## config.mk

```make
export PLATFORM = sky130hd
export DESIGN_NAME = fetch_unit
export DESIGN_NICKNAME = d
export VERILOG_FILES = /design/src/rtl/fetch_pkg.sv /design/src/rtl/fetch_line_buffer.sv /design/src/rtl/fetch_unit.sv
export SDC_FILE = /design/constraint.sdc
export NUM_CORES = 1
export LEC_CHECK = 0
export CAP_MARGIN = 10
export CELL_PAD_IN_SITES_DETAIL_PLACEMENT = 2
export CELL_PAD_IN_SITES_GLOBAL_PLACEMENT = 2
export CORE_MARGIN = 1
export CORE_UTILIZATION = 30
export CTS_BUF_LIST = sky130_fd_sc_hd__clkbuf_8
export DETAILED_ROUTE_END_ITERATION = 8
export PLACE_DENSITY = 0.6
export SLEW_MARGIN = 30
export SYNTH_ARGS = -nofsm -noshare
export SYNTH_HDL_FRONTEND = slang
export SYNTH_SLANG_ARGS = --single-unit
```

## constraint.sdc

```tcl
create_clock -name clk -period 13.2 [get_ports clk]
set_clock_uncertainty 0.1 [all_clocks]
set_input_delay 2.64 -clock clk [delete_from_list [all_inputs] [get_ports clk]]
set_output_delay 2.64 -clock clk [all_outputs]
set_load 0.01 [all_outputs]
```

## src/rtl/fetch_pkg.sv

```systemverilog
// Shared types and constants for the instruction fetch stage.
// Sysbus tag fields fall back to local definitions when Sysbus.defs is not in the build.
`ifndef SYSBUS_READ
`define SYSBUS_READ 1'b1
`endif
`ifndef SYSBUS_MEMORY
`define SYSBUS_MEMORY 4'b0001
`endif

package fetch_pkg;

   typedef enum logic [2:0] {
      START,
      REQ,
      FILL,
      DRAIN,
      HALT
   } fetch_state_t;

   localparam int LINE_BYTES = 64;
   localparam int LINE_OFF_W = $clog2(LINE_BYTES);
   localparam int WORD_IDX_W = 4;
   localparam int BEAT_IDX_W = 3;

   // Read of ordinary memory; the low tag bits are left zero.
   localparam logic [12:0] FETCH_REQ_TAG = {`SYSBUS_READ, `SYSBUS_MEMORY, 8'b0};

endpackage

```

## src/rtl/fetch_line_buffer.sv

```systemverilog
// One cache line held as 8 x 64-bit beats, written a beat at a time and
// read back as 32-bit instruction words.
module fetch_line_buffer
   import fetch_pkg::*;
(
   input  logic                  clk,
   input  logic                  we,
   input  logic [BEAT_IDX_W-1:0] widx,
   input  logic [63:0]           wdata,
   input  logic [WORD_IDX_W-1:0] ridx,
   output logic [31:0]           rdata
);

   logic [63:0] mem [0:(1<<BEAT_IDX_W)-1];

   always_ff @(posedge clk) begin
      if (we)
         mem[widx] <= wdata;
   end

   // Even words sit in the low half of a beat, odd words in the high half.
   always_comb begin
      rdata = ridx[0] ? mem[ridx[WORD_IDX_W-1:1]][63:32]
                      : mem[ridx[WORD_IDX_W-1:1]][31:0];
   end

endmodule

```

## src/rtl/fetch_unit.sv

```systemverilog
// Instruction fetch stage: fills one 64-byte line over Sysbus, then streams
// its words downstream. Optional trace output when FETCH_TRACE_EN is defined.
module fetch_unit
   import fetch_pkg::*;
#(
   parameter int BUS_DATA_WIDTH = 64,
   parameter int BUS_TAG_WIDTH  = 13,
   parameter int LINE_BEATS     = 8
)
(
   input  logic                      clk,
   input  logic                      reset,
   input  logic [63:0]               entry,
   output logic                      bus_reqcyc,
   input  logic                      bus_reqack,
   output logic [BUS_DATA_WIDTH-1:0] bus_req,
   output logic [BUS_TAG_WIDTH-1:0]  bus_reqtag,
   input  logic                      bus_respcyc,
   output logic                      bus_respack,
   input  logic [BUS_DATA_WIDTH-1:0] bus_resp,
   input  logic [BUS_TAG_WIDTH-1:0]  bus_resptag,
   output logic                      instr_valid,
   input  logic                      instr_ready,
   output logic [31:0]               instruction,
   output logic [63:0]               instr_pc,
   input  logic                      redirect,
   input  logic [63:0]               redirect_pc,
   output logic                      done
);

   fetch_state_t              state;
   logic [63:0]               pc;
   logic [63:LINE_OFF_W]      req_line;
   logic [BEAT_IDX_W-1:0]     beat_cnt;
   logic                      redirect_pending;

   logic [31:0]               cur_word;
   logic                      in_drain;
   logic                      word_is_zero;
   logic                      handshake;
   logic                      last_beat;
   logic [63:0]               redir_pc;
   logic [63:0]               pc_inc;
   logic                      unused_bits;

   assign unused_bits = ^{bus_resptag, entry[1:0], redirect_pc[1:0]};

   fetch_line_buffer u_line_buffer (
      .clk   (clk),
      .we    (bus_respack),
      .widx  (beat_cnt),
      .wdata (bus_resp),
      .ridx  (pc[LINE_OFF_W-1:2]),
      .rdata (cur_word)
   );

   // A zero word is never offered downstream; it only triggers the halt.
   always_comb begin
      in_drain     = (state == DRAIN);
      word_is_zero = (cur_word == 32'h0);
      instr_valid  = in_drain && !word_is_zero;
      handshake    = instr_valid && instr_ready;
      instruction  = in_drain ? cur_word : 32'h0;
      instr_pc     = in_drain ? pc : 64'h0;
      bus_reqcyc   = (state == REQ);
      bus_req      = bus_reqcyc ? {req_line, {LINE_OFF_W{1'b0}}} : '0;
      bus_reqtag   = bus_reqcyc ? FETCH_REQ_TAG : '0;
      bus_respack  = (state == FILL) && bus_respcyc;
      done         = (state == HALT);
      last_beat    = (beat_cnt == BEAT_IDX_W'(LINE_BEATS - 1));
      redir_pc     = {redirect_pc[63:2], 2'b00};
      pc_inc       = pc + 64'd4;
   end

   // The request address lives in req_line so pc can take a redirect while
   // a request is still waiting for its ack.
   always_ff @(posedge clk or negedge reset) begin
      if (!reset) begin
         state            <= START;
         pc               <= 64'h0;
         req_line         <= '0;
         beat_cnt         <= '0;
         redirect_pending <= 1'b0;
      end else begin
         case (state)
            START: begin
               pc       <= {entry[63:2], 2'b00};
               req_line <= entry[63:LINE_OFF_W];
               state    <= REQ;
            end
            REQ: begin
               if (redirect) begin
                  pc               <= redir_pc;
                  redirect_pending <= 1'b1;
               end
               if (bus_reqack) begin
                  beat_cnt <= '0;
                  state    <= FILL;
               end
            end
            FILL: begin
               if (redirect) begin
                  pc               <= redir_pc;
                  redirect_pending <= 1'b1;
               end
               if (bus_respcyc) begin
                  beat_cnt <= beat_cnt + 1'b1;
                  if (last_beat) begin
                     if (redirect_pending || redirect) begin
                        redirect_pending <= 1'b0;
                        req_line <= redirect ? redir_pc[63:LINE_OFF_W] : pc[63:LINE_OFF_W];
                        state    <= REQ;
                     end else begin
                        state <= DRAIN;
                     end
                  end
               end
            end
            DRAIN: begin
               if (redirect) begin
                  pc <= redir_pc;
                  if (redir_pc[63:LINE_OFF_W] != pc[63:LINE_OFF_W]) begin
                     req_line <= redir_pc[63:LINE_OFF_W];
                     state    <= REQ;
                  end
               end else if (word_is_zero) begin
                  state <= HALT;
               end else if (handshake) begin
                  pc <= pc_inc;
                  if (pc_inc[LINE_OFF_W-1:0] == '0) begin
                     req_line <= pc_inc[63:LINE_OFF_W];
                     state    <= REQ;
                  end
               end
            end
            HALT: begin
               state <= HALT;
            end
            default: begin
               state <= START;
            end
         endcase
      end
   end

`ifdef FETCH_TRACE_EN
   always @(posedge clk) begin
      if (reset) begin
         if (handshake)
            $display("fetch %h: %h", instr_pc, instruction);
         if (in_drain && word_is_zero && !redirect)
            $display("fetch halt");
      end
   end
`else
`endif

endmodule

```

; ---- Word level (Yosys, flattened, before mapping)
; Memory sizes are Yosys's and may differ from the RTL's.
; Index checks and enable logic that the tools add are counted.
[word_totals]
register_bits = 129
word_cells = 81
n_memories = 1
ramBits = 512
output_inout_bits = 177
input_bits = 211
[memory_table]
columns = memory, words, width, read_ports, rd_ports_with_merged_regs, write_ports, line_no
row1 = u_line_buffer.mem, 8, 64, 1, 0, 1, fetch_line_buffer.sv:14  ; logic [63:0] mem [0:(1<<BEAT_IDX_W)-1];
[op_classes]
n_eq_ne = 17
n_reduce_logical = 16
addsub = 2
mux = 40
[op_table]
columns = operator, n
row1 = $mux W58, 9
row2 = $mux W64, 6
row3 = $pmux W64 S3, 1
row4 = $pmux W58 S3, 1
row5 = $add A64 B3 Y64 const B, 1
row6 = $mux W32, 2
row7 = $ne A58 B58 Y1, 1
row8 = $logic_not A32 Y1, 1
row9 = $mux W3, 10
row10 = $pmux W3 S5, 1
row11 = $mux W13, 1
row12 = $ne A3 B2 Y1 const B, 3
row13 = $ne A4 B2 Y1 const B, 2
row14 = $reduce_and A8 Y1, 1
row15 = $eq A3 B2 Y1 const B, 2
row16 = $eq A3 B3 Y1 const B, 2
row17 = $logic_not A6 Y1, 1
row18 = $mux W1, 6
row19 = $ne A2 B1 Y1 const B, 3
row20 = $pmux W3 S2, 1
row21 = $reduce_and A6 Y1, 1
row22 = $reduce_bool A3 Y1, 2
row23 = $ne A2 B2 Y1 const B, 2
row24 = $reduce_and A4 Y1, 1
row25 = other kinds (12), 14

; ---- Longest topological paths before layout
; An unclocked memory read counts as a cell.
[depth]
ltp_word = 10
mapped_depth = 17
mapped_depth_nobuf = 9

; ---- Hierarchy
; Synthesis repeated with hierarchy kept, for this count alone.
[hier_totals]
hier_cells = 2345
area_unflattened_um2 = 31174.9
[by_module_without_submodules]
columns = mod, area_each_um2, cells_each, n_inst, seq_area_each_um2
row1 = fetch_line_buffer, 19143.4, 796, 1, 15374.7
row2 = fetch_unit, 12031.5, 1549, 1, 3178.0

; ---- Least setup slack after synthesis
; Ideal clock, no wire load.
[synth_path]
kind = input to register
startpoint = input port bus_respcyc
endpoint = memory u_line_buffer.mem[0][0], enable pin
required_time_ns = 12.535
setup_time_ns = 0.565
path_stages = 4
n_path_buf = 1
arrival_ns = 7.507
setup_slack_ns = 5.028
cell_sequence = and2_1 clkbuf_1 nand2b_1 nor3_1
[synth_between]
elab_chain_len = 3
[synth_lines]
columns = element, line_no
row1 = start: declaration, fetch_unit.sv:18  ; input logic bus_respcyc,
row2 = $logic_and A1 B1 Y1, fetch_unit.sv:68  ; bus_respack = (state == FILL) && bus_respcyc;
row3 = named net bus_respack, fetch_unit.sv:19  ; output logic bus_respack,
row4 = $mux W1, fetch_line_buffer.sv:17  ; if (we)
row5 = $mux W1 (not written as such), fetch_line_buffer.sv:18  ; mem[widx] <= wdata;
row6 = end: declaration, fetch_line_buffer.sv:14
; The timed path passes the listed nets, and every way through them passes these cells.

; ---- Worst setup path after layout
[layout_path]
startpoint = register pc[3]
endpoint = output port instr_valid
[layout_between]
elab_chain_len = 5
[layout_lines]
columns = element, line_no
row1 = start: declaration, fetch_unit.sv:32  ; logic [63:0] pc;
row2 = start signal: assignment, fetch_unit.sv:87  ; pc <= {entry[63:2], 2'b00};
row3 = start signal: assignment, fetch_unit.sv:93  ; pc <= redir_pc;
row4 = start signal: assignment, fetch_unit.sv:103  ; pc <= redir_pc;
row5 = $mem_v2 Z8 W64, --
row6 = $mux W32, fetch_line_buffer.sv:23  ; rdata = ridx[0] ? mem[ridx[WORD_IDX_W-1:1]][63:32]
row7 = $logic_not A32 Y1, fetch_unit.sv:60  ; word_is_zero = (cur_word == 32'h0);
row8 = $logic_not A1 Y1, fetch_unit.sv:61  ; instr_valid = in_drain && !word_is_zero;
row9 = $logic_and A1 B1 Y1, fetch_unit.sv:61
row10 = end: declaration, fetch_unit.sv:22  ; output logic instr_valid,
; Every way passes these cells.

==> results.md <==
* Initial antenna violation count at 23
* Unrepaired setup endpoints after global routing: no
* Num CTS Buffers at 115
* Antenna Nets Post-Route at 0
* Final Cell Area at 0.0377 mm2
* Syn Area/Cell at 13.8 um2
* CP top delay family: buffers and inverters
* Post-CTS Resized at 0
* Cells after Synth at 2223
* Area Growth Syn to Fin at 22.9%
* Clock transition at the registers of the reported paths at 0.06 ns
* Sequential share of the synthesized area at 60.5%
* Final Routed Wirelength at 114 mm
* Syn Std Cell Area at 0.0307 mm2
* First-pass GRT wire length at 165 mm
* Hold Vio Cnt, Final at 0
* DR vias at 21000
* Max Clk Rate at 0.112 GHz
* Synthesized flop and latch total at 639
* Pins Over Slew Limit at 0
* Period utilisation layout at 67.6%
* Yosys cell types at 72
* Min cycle time layout at 8.92 ns
* Total grt overflow at 0
* CP arrival at 6.18 ns
* CP max stage cell: dfrtp_4
* Clock Latency Late Sink at 0.78 ns
* WP buf/inv at 3
* CTS tree: done
* Hold path depth at 1
* Buffers on Ports at 351
* Worst hold path class: reg -> reg
* Die Span Y at 322 um
* Final core occ at 37.4%
* Final net count at 2762
* WP depth at 10
* Slew HR at 34.3%
* Crit end category: output pin
* Leakage at 0.0130 uW
* DRT iter0 DRCs at 1200
* Kind of critical path: reg -> out
* Die width at 322 um
* Hold-fix buffers at CTS at 0
* Most used DFF post-synth: edfxtp_1
* Startpoint types: flop
* Root Buffer: clkbuf_8
* Pre-antenna DRT Iters at 4
* Core ar. at 0.101 mm2
* Num rows at 116
* Post-synth EDFFs at 512
* Placer Congestion at 0.816
* Ys Warns at 0
* Largest net degree at the start of global routing at 89
* Setup bufs post-CTS at 0
* Share of layout cells above drive strength 1 at 14.5%
* Vias in the first global route at 23400
* Fin Hold WS at 0.385 ns
* Slew @ Worst Pin at 0.986 ns
* Power per cell area at 217 mW/mm2
* CP most frequent cell: buf_4
* TNS Setup at 0 ns
* Initial Utilization at 30.4%
* H-tree levels at 3
* Longest Clk Path Bufs at 3
* Number of max-cap violations at 0
* Overall Global Routing Usage at 21.9%
* Req. time, crit path at 10.46 ns
* Ys async rst share at 19.9%
* Reg2reg path depth at 12
* Max incr delay on CP at 0.85 ns
* DRC violations left at 0
* Worst vdd ir at 106 uV
* Setup-failing EPs final at 0
* Routed len/inst at 28.5 um
* Total chip power at 8170 uW
* Run status: complete, no violations
* Die ar. at 0.103 mm2
* Ports at 388
* Crit-path cells: buf_4 -> buf_4 -> mux4_2 -> a22o_1 -> a21oi_1 -> nand2_1 -> nor3_1 -> and4_1 -> nor2_1 -> clkdlybuf4s50_1
* DP Area at 0.0355 mm2
* DP Wirelength at 74.5 mm
* Via density at 5.25
* Crit-path max FO at 39
* Clock sink total at 639
[cell usage in the layout, fill, tap and decap left out, types with 17 or more instances in the layout]
cell,count
clkbuf_8,121
mux2_1,25
a211oi_1,45
nor3_1,31
and3_1,18
o211ai_1,54
mux2i_1,85
conb_1,19
nand3_1,30
mux4_2,114
and2_1,127
nor4_1,17
xnor2_1,70
nand2_1,139
buf_4,43
dfrtp_1,124
a31oi_1,45
inv_1,72
a22oi_1,66
a21oi_1,52
xor2_1,56
mux2_2,47
clkdlybuf4s50_1,349
o21ai_0,60
clkinv_1,33
nand4_1,27
nand2b_1,29
edfxtp_1,512
nor2_1,60
a221oi_1,22
[metal layers]
layer	vias to the layer above	GRT usage [%]	routed length, um
li1	9191	-	-
met1	11000	27.1	47700
met2	569	38.1	57200
met3	202	4.64	6150
met4	28	6.50	3170
met5	-	0	189
[state kept, by name, indices dropped and copies added (netlist names)]
name	cells
beat_cnt	3
pc	62
redirect_pending	1
req_line	58
state	3
u_line_buffer.mem	512
[worst reg2reg max path: stages (launching register included)]
cell and delay, ns:
dfrtp_4 0.85, buf_4 0.75, buf_4 0.71, mux4_2 0.59
a22o_1 0.24, a21oi_1 0.47, nand2_1 0.11, nor3_1 0.44
nand4_1 0.18, buf_4 0.39, o21ai_4 0.88, buf_4 0.68
mux2_2 0.47
[cell usage after synthesis (31+ instances only)]
master / count / area, um2
nor2_1: 69 / 259
edfxtp_1: 512 / 15400
a211oi_1: 45 / 338
o21ai_0: 61 / 305
nand2_1: 141 / 529
xor2_1: 56 / 490
mux2_2: 47 / 529
clkbuf_1: 141 / 529
mux4_2: 114 / 2570
a22oi_1: 66 / 495
mux2i_1: 85 / 851
xnor2_1: 70 / 613
nor3_1: 34 / 170
a21oi_1: 52 / 260
o211ai_1: 54 / 405
and2_1: 127 / 795
a31oi_1: 45 / 282
buf_4: 31 / 233
dfrtp_1: 127 / 3180
[worst paths after layout]
check / from / end / slack [ns]
hold / removal: req_line[58] / req_line[58] / 0.39
setup reg to reg: pc[3] / req_line[27] / 6.24
setup / recovery: pc[3] / instr_valid / 4.28
hold reg to reg: req_line[58] / req_line[58] / 0.39
min in group asynchronous: reset / req_line[33] / 1.80
max in group asynchronous: reset / pc[4] / 9.90
[power by group]
part	switching, uW	internal (uW)	total, uW
clock network	877	911	1790
registers	383	2440	2820
logic	2000	1560	3560
[cells by family (layout without fill, tap and decap cells)]
logic type,after synthesis,in the layout,share of synthesized area (%)
flip-flops,639,639,60.5
AND/OR/NAND/NOR,531,531,9.05
AO/OA/AOI/OAI,409,409,9.21
multiplexers,271,271,13.8
buffers and inverters,242,646,3.66
XOR/XNOR,126,126,3.60
adder cells (fa/ha/maj),4,4,0.163
other,1,25,0.0122
[stage by stage]
stage,instances,setup WS (ns)
after global routing,4006,3.84
after CTS,4002,4.13
after global placement,3784,5.06
after floorplan,2241,5.03
after detailed placement,3787,4.98
final,4008,4.28
[final cells by class]
| cell class | instances | area [um2] |
|---|---|---|
| antenna | 6 | 15.0 |
| clock buffer | 121 | 1670 |
| clock inverter | 94 | 500 |
| fill | 10300 | 63000 |
| inverter | 31 | 116 |
| multi-input combinational | 1360 | 11200 |
| sequential | 639 | 18600 |
| tap | 1357 | 1700 |
| timing repair buffer | 400 | 3960 |
(Power assumes the default switching activity.)
